`config.mk`:
```
export PLATFORM = sky130hd
export DESIGN_NAME = adj_det_div_flat
export DESIGN_NICKNAME = d
export VERILOG_FILES = /design/src/rtl/adj_det_div_pkg.sv /design/src/rtl/adj_det_div_if.sv /design/src/rtl/adj_det_div_serial_udiv.sv /design/src/rtl/adj_det_div.sv /design/src/flat_wrapper.sv
export SDC_FILE = /design/constraint.sdc
export NUM_CORES = 2
export LEC_CHECK = 0
export ABC_AREA = 1
export CAP_MARGIN = 20
export CORE_ASPECT_RATIO = 1.2
export CORE_MARGIN = 2
export CORE_UTILIZATION = 45
export DETAILED_ROUTE_END_ITERATION = 10
export HOLD_SLACK_MARGIN = 0.1
export PLACE_DENSITY = 0.71
export SETUP_SLACK_MARGIN = 0.4
export SYNTH_ARGS = -nofsm -noshare
export SYNTH_HDL_FRONTEND = slang
export SYNTH_SLANG_ARGS = --single-unit
```
`constraint.sdc`:
```
create_clock -name clk -period 9.04 [get_ports clk]
set_clock_uncertainty 0.1 [all_clocks]
set_input_delay 1.356 -clock clk [delete_from_list [all_inputs] [get_ports clk]]
set_output_delay 1.356 -clock clk [all_outputs]
set_load 0.05 [all_outputs]
```
`src/rtl/adj_det_div_pkg.sv`:
```
// adj_det_div_pkg
// Shared constants, derived widths and FSM state encoding for the serial
// complex divider (adj_det_div) and its unsigned restoring divider.
// No ports; imported by the interface, the divider and the top level.
package adj_det_div_pkg;

   localparam int IN_W    = 9;    // signed integer input width
   localparam int FRAC    = 6;    // fractional bits of the quotient
   localparam int OUT_W   = 16;   // signed Q(OUT_W-FRAC).FRAC output width
   localparam int DIV_CYC = 24;   // divider iterations = dividend magnitude bits

   localparam int NUM_W = 2 * IN_W + 1;   // signed numerator er*dr + ei*di
   localparam int MAG_W = 2 * IN_W;       // unsigned |det|^2
   localparam int ABS_W = NUM_W - 1;      // |numerator| fits one bit narrower

   typedef enum logic [2:0] {
      IDLE,
      LOAD,
      PREP,
      DIV,
      OUT
   } state_t;

endpackage

```
`src/rtl/adj_det_div_if.sv`:
```
// adj_det_div_if
// Burst bus between the determinant/adjugate stage, this divider and its
// consumer.
//   in_valid/in_real/in_image    : 5-word input burst (det, e0..e3)
//   out_valid/out_real/out_image : 4-word result burst (e_k/det)
//   out_err                      : det == 0 flag, valid with each output word
// Modports: master = upstream/consumer side, slave = the divider.
interface adj_det_div_if;
   import adj_det_div_pkg::*;

   logic                    in_valid;
   logic signed [IN_W-1:0]  in_real;
   logic signed [IN_W-1:0]  in_image;
   logic                    out_valid;
   logic signed [OUT_W-1:0] out_real;
   logic signed [OUT_W-1:0] out_image;
   logic                    out_err;

   modport master (
      output in_valid, in_real, in_image,
      input  out_valid, out_real, out_image, out_err
   );

   modport slave (
      input  in_valid, in_real, in_image,
      output out_valid, out_real, out_image, out_err
   );

endinterface

```
`src/rtl/adj_det_div_serial_udiv.sv`:
```
// adj_det_div_serial_udiv
// Unsigned radix-2 restoring divider, one quotient bit per clock.
//   clk, rst_n  : clock, asynchronous active-low reset
//   start_i     : load dividend/divisor and begin DVD_W iterations
//   dividend_i  : unsigned dividend (DVD_W bits)
//   divisor_i   : unsigned divisor (DVS_W bits)
//   done_o      : high in the cycle performing the final iteration
//   quot_o      : low Q_W quotient bits; final value while done_o is high
// A zero divisor produces a meaningless quotient; the caller masks it.
module adj_det_div_serial_udiv #(
   parameter int DVD_W = 24,
   parameter int DVS_W = 18,
   parameter int Q_W   = 16
) (
   input  logic             clk,
   input  logic             rst_n,
   input  logic             start_i,
   input  logic [DVD_W-1:0] dividend_i,
   input  logic [DVS_W-1:0] divisor_i,
   output logic             done_o,
   output logic [Q_W-1:0]   quot_o
);

   localparam int CNT_W = $clog2(DVD_W);

   logic             busy_q, busy_d;
   logic [CNT_W-1:0] cnt_q, cnt_d;
   logic [DVD_W-1:0] dvd_q, dvd_d;
   logic [DVS_W-1:0] dvs_q, dvs_d;
   logic [DVS_W-1:0] rem_q, rem_d;
   logic [Q_W-2:0]   quot_q, quot_d;   // top quotient bit is only ever needed combinationally

   logic [DVS_W:0]   rem_sh;
   logic             ge;
   logic [Q_W-1:0]   quot_nxt;

   always_comb begin
      rem_sh   = {rem_q, dvd_q[DVD_W-1]};
      ge       = (rem_sh >= {1'b0, dvs_q});
      quot_nxt = {quot_q, ge};

      busy_d = busy_q;
      cnt_d  = cnt_q;
      dvd_d  = dvd_q;
      dvs_d  = dvs_q;
      rem_d  = rem_q;
      quot_d = quot_q;

      if (start_i) begin
         busy_d = 1'b1;
         cnt_d  = CNT_W'(DVD_W - 1);
         dvd_d  = dividend_i;
         dvs_d  = divisor_i;
         rem_d  = '0;
         quot_d = '0;
      end else if (busy_q) begin
         // Remainder stays below the divisor, so it always fits DVS_W bits.
         rem_d  = DVS_W'(ge ? (rem_sh - {1'b0, dvs_q}) : rem_sh);
         dvd_d  = {dvd_q[DVD_W-2:0], 1'b0};
         quot_d = quot_nxt[Q_W-2:0];
         cnt_d  = cnt_q - CNT_W'(1);
         if (cnt_q == '0) begin
            busy_d = 1'b0;
         end
      end
   end

   always_ff @(posedge clk or negedge rst_n) begin
      if (!rst_n) begin
         busy_q <= 1'b0;
         cnt_q  <= '0;
         dvd_q  <= '0;
         dvs_q  <= '0;
         rem_q  <= '0;
         quot_q <= '0;
      end else begin
         busy_q <= busy_d;
         cnt_q  <= cnt_d;
         dvd_q  <= dvd_d;
         dvs_q  <= dvs_d;
         rem_q  <= rem_d;
         quot_q <= quot_d;
      end
   end

   assign done_o = busy_q && (cnt_q == '0);
   assign quot_o = quot_nxt;

endmodule

```
`src/rtl/adj_det_div.sv`:
```
// adj_det_div
// Serial complex divider: takes det and adjugate elements e0..e3 as a
// 5-word burst and returns e_k/det (Q10.6, truncated toward zero) as a
// 4-word burst, 101 cycles after the last input word.
//   clk   : clock
//   rst_n : asynchronous active-low reset
//   bus   : adj_det_div_if.slave (input burst, output burst, out_err)
// e/det = e*conj(det)/|det|^2; the real and imaginary numerators share the
// |det|^2 divisor and are divided in parallel by two restoring dividers.
module adj_det_div
   import adj_det_div_pkg::*;
(
   input  logic         clk,
   input  logic         rst_n,
   adj_det_div_if.slave bus
);

   state_t state_q, state_d;
   logic [1:0] cnt_q, cnt_d;     // adjugate word index during LOAD
   logic [1:0] k_q, k_d;         // element under division
   logic [1:0] oidx_q, oidx_d;   // next result slot to present; 0 = burst done

   logic signed [IN_W-1:0]  det_r_q, det_r_d, det_i_q, det_i_d;
   logic signed [IN_W-1:0]  e_r_q [4], e_r_d [4];
   logic signed [IN_W-1:0]  e_i_q [4], e_i_d [4];
   logic signed [OUT_W-1:0] res_r_q [4], res_r_d [4];
   logic signed [OUT_W-1:0] res_i_q [4], res_i_d [4];
   logic                    sgn_r_q, sgn_r_d, sgn_i_q, sgn_i_d;

   logic                    out_valid_q, out_valid_d;
   logic signed [OUT_W-1:0] out_real_q, out_real_d;
   logic signed [OUT_W-1:0] out_image_q, out_image_d;
   logic                    out_err_q, out_err_d;

   logic signed [NUM_W-1:0] er_x, ei_x, dr_x, di_x;
   logic signed [NUM_W-1:0] num_r, num_i;
   logic [MAG_W-1:0]        mag;
   logic [DIV_CYC-1:0]      dvd_r, dvd_i;
   logic                    div_start;
   logic                    done_r, done_i;
   logic [OUT_W-1:0]        quot_r, quot_i;
   logic                    det0;

   function automatic logic [ABS_W-1:0] abs_num(input logic signed [NUM_W-1:0] x);
      return ABS_W'(x[NUM_W-1] ? -x : x);
   endfunction

   // Truncation toward zero: the magnitude quotient is already truncated.
   function automatic logic signed [OUT_W-1:0] apply_sign(input logic neg,
                                                          input logic [OUT_W-1:0] m);
      return neg ? -$signed(m) : $signed(m);
   endfunction

   assign det0 = (det_r_q == '0) && (det_i_q == '0);

   // PREP arithmetic: e*conj(det) and |det|^2 for element k
   always_comb begin
      er_x  = NUM_W'(e_r_q[k_q]);
      ei_x  = NUM_W'(e_i_q[k_q]);
      dr_x  = NUM_W'(det_r_q);
      di_x  = NUM_W'(det_i_q);
      num_r = er_x * dr_x + ei_x * di_x;
      num_i = ei_x * dr_x - er_x * di_x;
      mag   = MAG_W'(dr_x * dr_x + di_x * di_x);
      dvd_r = {abs_num(num_r), {FRAC{1'b0}}};
      dvd_i = {abs_num(num_i), {FRAC{1'b0}}};
   end

   adj_det_div_serial_udiv #(
      .DVD_W (DIV_CYC),
      .DVS_W (MAG_W),
      .Q_W   (OUT_W)
   ) u_udiv_re (
      .clk        (clk),
      .rst_n      (rst_n),
      .start_i    (div_start),
      .dividend_i (dvd_r),
      .divisor_i  (mag),
      .done_o     (done_r),
      .quot_o     (quot_r)
   );

   adj_det_div_serial_udiv #(
      .DVD_W (DIV_CYC),
      .DVS_W (MAG_W),
      .Q_W   (OUT_W)
   ) u_udiv_im (
      .clk        (clk),
      .rst_n      (rst_n),
      .start_i    (div_start),
      .dividend_i (dvd_i),
      .divisor_i  (mag),
      .done_o     (done_i),
      .quot_o     (quot_i)
   );

   always_comb begin
      state_d     = state_q;
      cnt_d       = cnt_q;
      k_d         = k_q;
      oidx_d      = oidx_q;
      det_r_d     = det_r_q;
      det_i_d     = det_i_q;
      e_r_d       = e_r_q;
      e_i_d       = e_i_q;
      res_r_d     = res_r_q;
      res_i_d     = res_i_q;
      sgn_r_d     = sgn_r_q;
      sgn_i_d     = sgn_i_q;
      out_valid_d = 1'b0;
      out_real_d  = '0;
      out_image_d = '0;
      out_err_d   = 1'b0;
      div_start   = 1'b0;

      unique case (state_q)
         IDLE: begin
            if (bus.in_valid) begin
               det_r_d = bus.in_real;
               det_i_d = bus.in_image;
               cnt_d   = '0;
               state_d = LOAD;
            end
         end

         LOAD: begin
            if (bus.in_valid) begin
               e_r_d[cnt_q] = bus.in_real;
               e_i_d[cnt_q] = bus.in_image;
               if (cnt_q == 2'd3) begin
                  k_d     = '0;
                  state_d = PREP;
               end else begin
                  cnt_d = cnt_q + 2'd1;
               end
            end else begin
               // Short burst: drop it silently.
               state_d = IDLE;
            end
         end

         PREP: begin
            div_start = 1'b1;
            sgn_r_d   = num_r[NUM_W-1];
            sgn_i_d   = num_i[NUM_W-1];
            state_d   = DIV;
         end

         DIV: begin
            if (done_r && done_i) begin
               // The dividers still run when det == 0 so latency is data-independent.
               res_r_d[k_q] = det0 ? '0 : apply_sign(sgn_r_q, quot_r);
               res_i_d[k_q] = det0 ? '0 : apply_sign(sgn_i_q, quot_i);
               if (k_q == 2'd3) begin
                  out_valid_d = 1'b1;
                  out_real_d  = res_r_q[0];
                  out_image_d = res_i_q[0];
                  out_err_d   = det0;
                  oidx_d      = 2'd1;
                  state_d     = OUT;
               end else begin
                  k_d     = k_q + 2'd1;
                  state_d = PREP;
               end
            end
         end

         OUT: begin
            if (oidx_q == 2'd0) begin
               // Last output word is on the bus; a new burst may start now.
               if (bus.in_valid) begin
                  det_r_d = bus.in_real;
                  det_i_d = bus.in_image;
                  cnt_d   = '0;
                  state_d = LOAD;
               end else begin
                  state_d = IDLE;
               end
            end else begin
               out_valid_d = 1'b1;
               out_real_d  = res_r_q[oidx_q];
               out_image_d = res_i_q[oidx_q];
               out_err_d   = det0;
               oidx_d      = oidx_q + 2'd1;
            end
         end

         default: state_d = IDLE;
      endcase
   end

   always_ff @(posedge clk or negedge rst_n) begin
      if (!rst_n) begin
         state_q     <= IDLE;
         cnt_q       <= '0;
         k_q         <= '0;
         oidx_q      <= '0;
         det_r_q     <= '0;
         det_i_q     <= '0;
         e_r_q       <= '{default: '0};
         e_i_q       <= '{default: '0};
         res_r_q     <= '{default: '0};
         res_i_q     <= '{default: '0};
         sgn_r_q     <= 1'b0;
         sgn_i_q     <= 1'b0;
         out_valid_q <= 1'b0;
         out_real_q  <= '0;
         out_image_q <= '0;
         out_err_q   <= 1'b0;
      end else begin
         state_q     <= state_d;
         cnt_q       <= cnt_d;
         k_q         <= k_d;
         oidx_q      <= oidx_d;
         det_r_q     <= det_r_d;
         det_i_q     <= det_i_d;
         e_r_q       <= e_r_d;
         e_i_q       <= e_i_d;
         res_r_q     <= res_r_d;
         res_i_q     <= res_i_d;
         sgn_r_q     <= sgn_r_d;
         sgn_i_q     <= sgn_i_d;
         out_valid_q <= out_valid_d;
         out_real_q  <= out_real_d;
         out_image_q <= out_image_d;
         out_err_q   <= out_err_d;
      end
   end

   assign bus.out_valid = out_valid_q;
   assign bus.out_real  = out_real_q;
   assign bus.out_image = out_image_q;
   assign bus.out_err   = out_err_q;

endmodule

```
`src/flat_wrapper.sv`:
```
// flat-port wrapper written by rule: the top's interface ports become plain ports
module adj_det_div_flat import adj_det_div_pkg::*;
  (clk, rst_n, bus_in_valid, bus_in_real, bus_in_image, bus_out_valid, bus_out_real, bus_out_image, bus_out_err);
  adj_det_div_if bus_i ();
  input  logic clk;
  input  logic rst_n;
  input wire logic [$bits(bus_i.in_valid)-1:0] bus_in_valid;
  input wire logic [$bits(bus_i.in_real)-1:0] bus_in_real;
  input wire logic [$bits(bus_i.in_image)-1:0] bus_in_image;
  output wire logic [$bits(bus_i.out_valid)-1:0] bus_out_valid;
  output wire logic [$bits(bus_i.out_real)-1:0] bus_out_real;
  output wire logic [$bits(bus_i.out_image)-1:0] bus_out_image;
  output wire logic [$bits(bus_i.out_err)-1:0] bus_out_err;
  assign bus_i.in_valid = bus_in_valid;
  assign bus_i.in_real = bus_in_real;
  assign bus_i.in_image = bus_in_image;
  assign bus_out_valid = bus_i.out_valid;
  assign bus_out_real = bus_i.out_real;
  assign bus_out_image = bus_i.out_image;
  assign bus_out_err = bus_i.out_err;
  adj_det_div u_core (.clk(clk), .rst_n(rst_n), .bus(bus_i));
endmodule
```
==> summary.txt <==
Final layout
  – Inserted Diodes: 0
  – Share of cells above drive strength 1: 0.0482
  – Area delta synth->final: 8.57%
  – Nets: 5,656

CTS
  – Clk slew on worst S/H paths: approximately 0.060 ns
  – TritonCTS clock tree: done
  – Setup Buffers After CTS: 0
  – Clock Latency Late Sink: 0.62 ns
  – H-Tree Level Count: 2
  – # clock sinks: 395
  – Cts hold-fix bufs: 0
  – Longest Clk Path Bufs: 3
  – Clock buffer count from CTS: between 40 and 50
  – # resized after CTS: 0
  – Clock root buffer: clkbuf_16

GRT
  – Congestion Overflow GR: 0
  – Met2 Use GR: 0.405
  – Busiest grt layer: met2
  – First-pass GRT wire length: 169,000 um
  – GRT Util Overall: 0.236
  – GR Layer Usage met1: 0.288
  – M3 GR Usage: 0.0298
  – Initial antenna violation count: 0
  – Number of global-route vias before repair: 32,300
  – Pin count of the biggest net entering global routing: 146

Setup path
  – Crit-path max FO: 40
  – Cell family with most CP delay: adder cells
  – Crit path buffers/inverters: 7
  – Reg2Reg Depth: 29
  – CP Capture Type: register
  – WP data required: 9.41 ns
  – Critical Path AT: ~8.2 ns
  – CP Launch Type: register
  – Crit path depth: 29
  – CP peak stage delay: 0.69 ns
  – WS Path Type: reg -> reg
  – Crit-path slowest cell: fa_1

STA
  – Max_slew headroom: 0.360
  – Total negative slack: 0 ns
  – Hold slack: approximately 0.38 ns
  – Worst slew pin tran: 0.960 ns
  – Final Hold Fails: 0
  – Final setup violation count: 0
  – Highest Clock Rate: 127 MHz
  – Post-layout minimum cycle time: 7.86 ns
  – Final worst slack: between 1 and 1.5 ns
  – Fin. max-slew vios: 0
  – Final Cycle Share: 0.869
  – RSZ-0062 raised after global routing: no

Floorplan
  – Initial Util: 0.453
  – Ports: 55
  – Core area: 0.0875 mm^2
  – Die ar.: 0.0905 mm^2
  – Die span in y: 329 um
  – Die Wd: approximately 280 um
  – # rows: 119

Synth
  – Syn. warnings: 0
  – Cell count after synthesis: about 4,900
  – Syn_nets: 5,670
  – Ys async rst share: 1.00
  – EDFF count, synth: 0
  – Flops & latches, synth: 395
  – Seq/Total Area, Yosys: 0.249
  – Mapped cell area: between 0.03 and 0.04 mm^2
  – Synth area leader: fa_1
  – Area contributors post-synth: fa_1 (25%), dfrtp_1 (25%), nand2_1 (10%)
  – Avg Cell Area, Syn: 8.13 um^2
  – Share of the synthesized area in the top cell type: 0.252
  – Distinct cells, synth: 56
  – Predominant post-synthesis flop cell: dfrtp_1

Placed design
  – Port bufs: 54
  – Worst slack, placed: approximately 1.3 ns
  – Gp weighted congestion: a little over 0.9
  – Dpl hpwl: 77,400 um

Routing
  – Routed WL: 103,000 um
  – Antenna Nets Post-Route: 0
  – DRC: 0
  – Initial DRC Count: 2,479
  – Drt first pass iters: 6
  – Via-to-Cell Ratio: 5.23
  – Wire per inst: 17.0 um
  – Vias: between 30,000 and 40,000

Outcome
  – Status: completed

Job
  – Max_cap viols: 0

Worst hold path
  – HP Class: reg -> reg
  – Hold Path Depth: 2
cells in the final DEF (no fill, tap or decap), types with 12 or more instances in the layout:
| master | synthesis | routed |
|---|---|---|
| clkdlybuf4s50_1 | 0 | 53 |
| o21ai_0 | 428 | 428 |
| nand3b_1 | 14 | 14 |
| inv_1 | 945 | 943 |
| nand2_1 | 1061 | 1058 |
| nand4_1 | 27 | 27 |
| nor2_1 | 349 | 348 |
| o21ai_1 | 59 | 59 |
| inv_2 | 20 | 22 |
| nand3_1 | 178 | 177 |
| xnor2_1 | 42 | 42 |
| clkbuf_8 | 0 | 12 |
| o22ai_1 | 58 | 58 |
| nand2_2 | 20 | 23 |
| dfrtp_1 | 395 | 394 |
| fa_1 | 500 | 500 |
| a21oi_1 | 127 | 127 |
| buf_4 | 9 | 62 |
| nor3_1 | 30 | 30 |
| clkbuf_16 | 0 | 44 |
| clkinv_1 | 16 | 16 |
| ha_1 | 272 | 272 |
| xor2_1 | 54 | 54 |
routing by layer:
layer / part of all wire / routed length, um
met1: 0.39 / 40600
met4: 0.063 / 6480
met5: 0 / 0
met2: 0.49 / 50300
met3: 0.055 / 5710
worst register-to-register path, delay by kind of cell, from the launching register on:
family,cells,cell delay [ns]
adders and majority gates,8,3.59
and+or+nand+nor,10,1.98
buffers and inverters,7,0.99
AOI/OAI and AO/OA,4,0.71
DFF,1,0.36
cell usage after synthesis (4+ instances only):
| cell type | number |
|---|---|
| nor4_1 | 9 |
| buf_6 | 9 |
| nand3b_1 | 14 |
| ha_1 | 272 |
| dfrtp_1 | 395 |
| nor2_2 | 5 |
| a21oi_1 | 127 |
| o21ai_1 | 59 |
| nand2_1 | 1061 |
| o21bai_1 | 8 |
| fa_1 | 500 |
| xnor2_1 | 42 |
| or2_2 | 4 |
| a31oi_1 | 6 |
| nand4_1 | 27 |
| o21ai_0 | 428 |
| nand3_1 | 178 |
| nor3_1 | 30 |
| nand2_2 | 20 |
| o22ai_1 | 58 |
| a21o_1 | 6 |
| nand2_4 | 4 |
| a21oi_2 | 4 |
| xor2_1 | 54 |
| buf_4 | 9 |
| nor2_1 | 349 |
| clkbuf_1 | 137 |
| clkinv_1 | 16 |
| inv_2 | 20 |
| nor2_4 | 4 |
| nand3_2 | 7 |
| buf_1 | 8 |
| nor3_2 | 5 |
| buf_2 | 20 |
| inv_1 | 945 |
sequential cells by signal, summed over array words and instances, names as in the netlist, 2 cells and up:
| register | flops |
|---|---|
| u_core.bus.out_image | 16 |
| u_core.bus.out_real | 16 |
| u_core.cnt_q | 2 |
| u_core.det_i_q | 9 |
| u_core.det_r_q | 9 |
| u_core.e_i_q | 36 |
| u_core.e_r_q | 36 |
| u_core.k_q | 2 |
| u_core.oidx_q | 2 |
| u_core.res_i_q | 64 |
| u_core.res_r_q | 64 |
| u_core.state_q | 3 |
| u_core.u_udiv_im.cnt_q | 5 |
| u_core.u_udiv_im.dvd_q | 18 |
| u_core.u_udiv_im.quot_q | 15 |
| u_core.u_udiv_im.rem_q | 18 |
| u_core.u_udiv_re.cnt_q | 5 |
| u_core.u_udiv_re.dvd_q | 18 |
| u_core.u_udiv_re.dvs_q | 18 |
| u_core.u_udiv_re.quot_q | 15 |
| u_core.u_udiv_re.rem_q | 18 |
path summary, 6_finish.rpt:
check,startpoint,to,slack [ns]
min in group asynchronous,rst_n,u_core.res_r_q[53],0.78
max,u_core.k_q[0],u_core.u_udiv_re.dvd_q[12],1.18
min reg2reg,u_core.res_i_q[26],u_core.res_i_q[26],0.38
min,u_core.res_i_q[26],u_core.res_i_q[26],0.38
max in group asynchronous,rst_n,u_core.u_udiv_re.rem_q[4],6.47
max reg2reg,u_core.k_q[0],u_core.u_udiv_re.dvd_q[12],1.18
per-stage QoR:
stage	cell area, um^2	util	instances
2_1_floorplan	39700	-	4877
3_3_place_gp	41300	0.472	5959
4_1_cts	42900	0.490	6041
3_5_place_dp	41300	0.472	5960
5_1_grt	43100	0.492	6047
6_report	43100	0.492	6047
cells by family (layout without fill, tap and decap cells):
group | count (synthesis) | after routing | share of synthesized area
compound gates | 718 | 718 | 0.0956
xor+xnor | 98 | 98 | 0.0220
fa+ha+maj | 772 | 772 | 0.338
buf+inv | 1166 | 1187 | 0.114
flops | 395 | 395 | 0.249
simple gates | 1728 | 1728 | 0.181
area by class of cell:
cell class / instances / area, um^2
Sequential cell: 395 / 9890
Multi-Input combinational cell: 3316 / 25300
Clock buffer: 62 / 1290
Tap cell: 1149 / 1440
Inverter: 982 / 3690
Fill cell: 8428 / 44500
Timing Repair Buffer: 124 / 1210
Clock inverter: 19 / 280
Power is left out: the tool's default activity adds up to more than one toggle a clock period on the data nets, which glitch-free logic cannot reach.
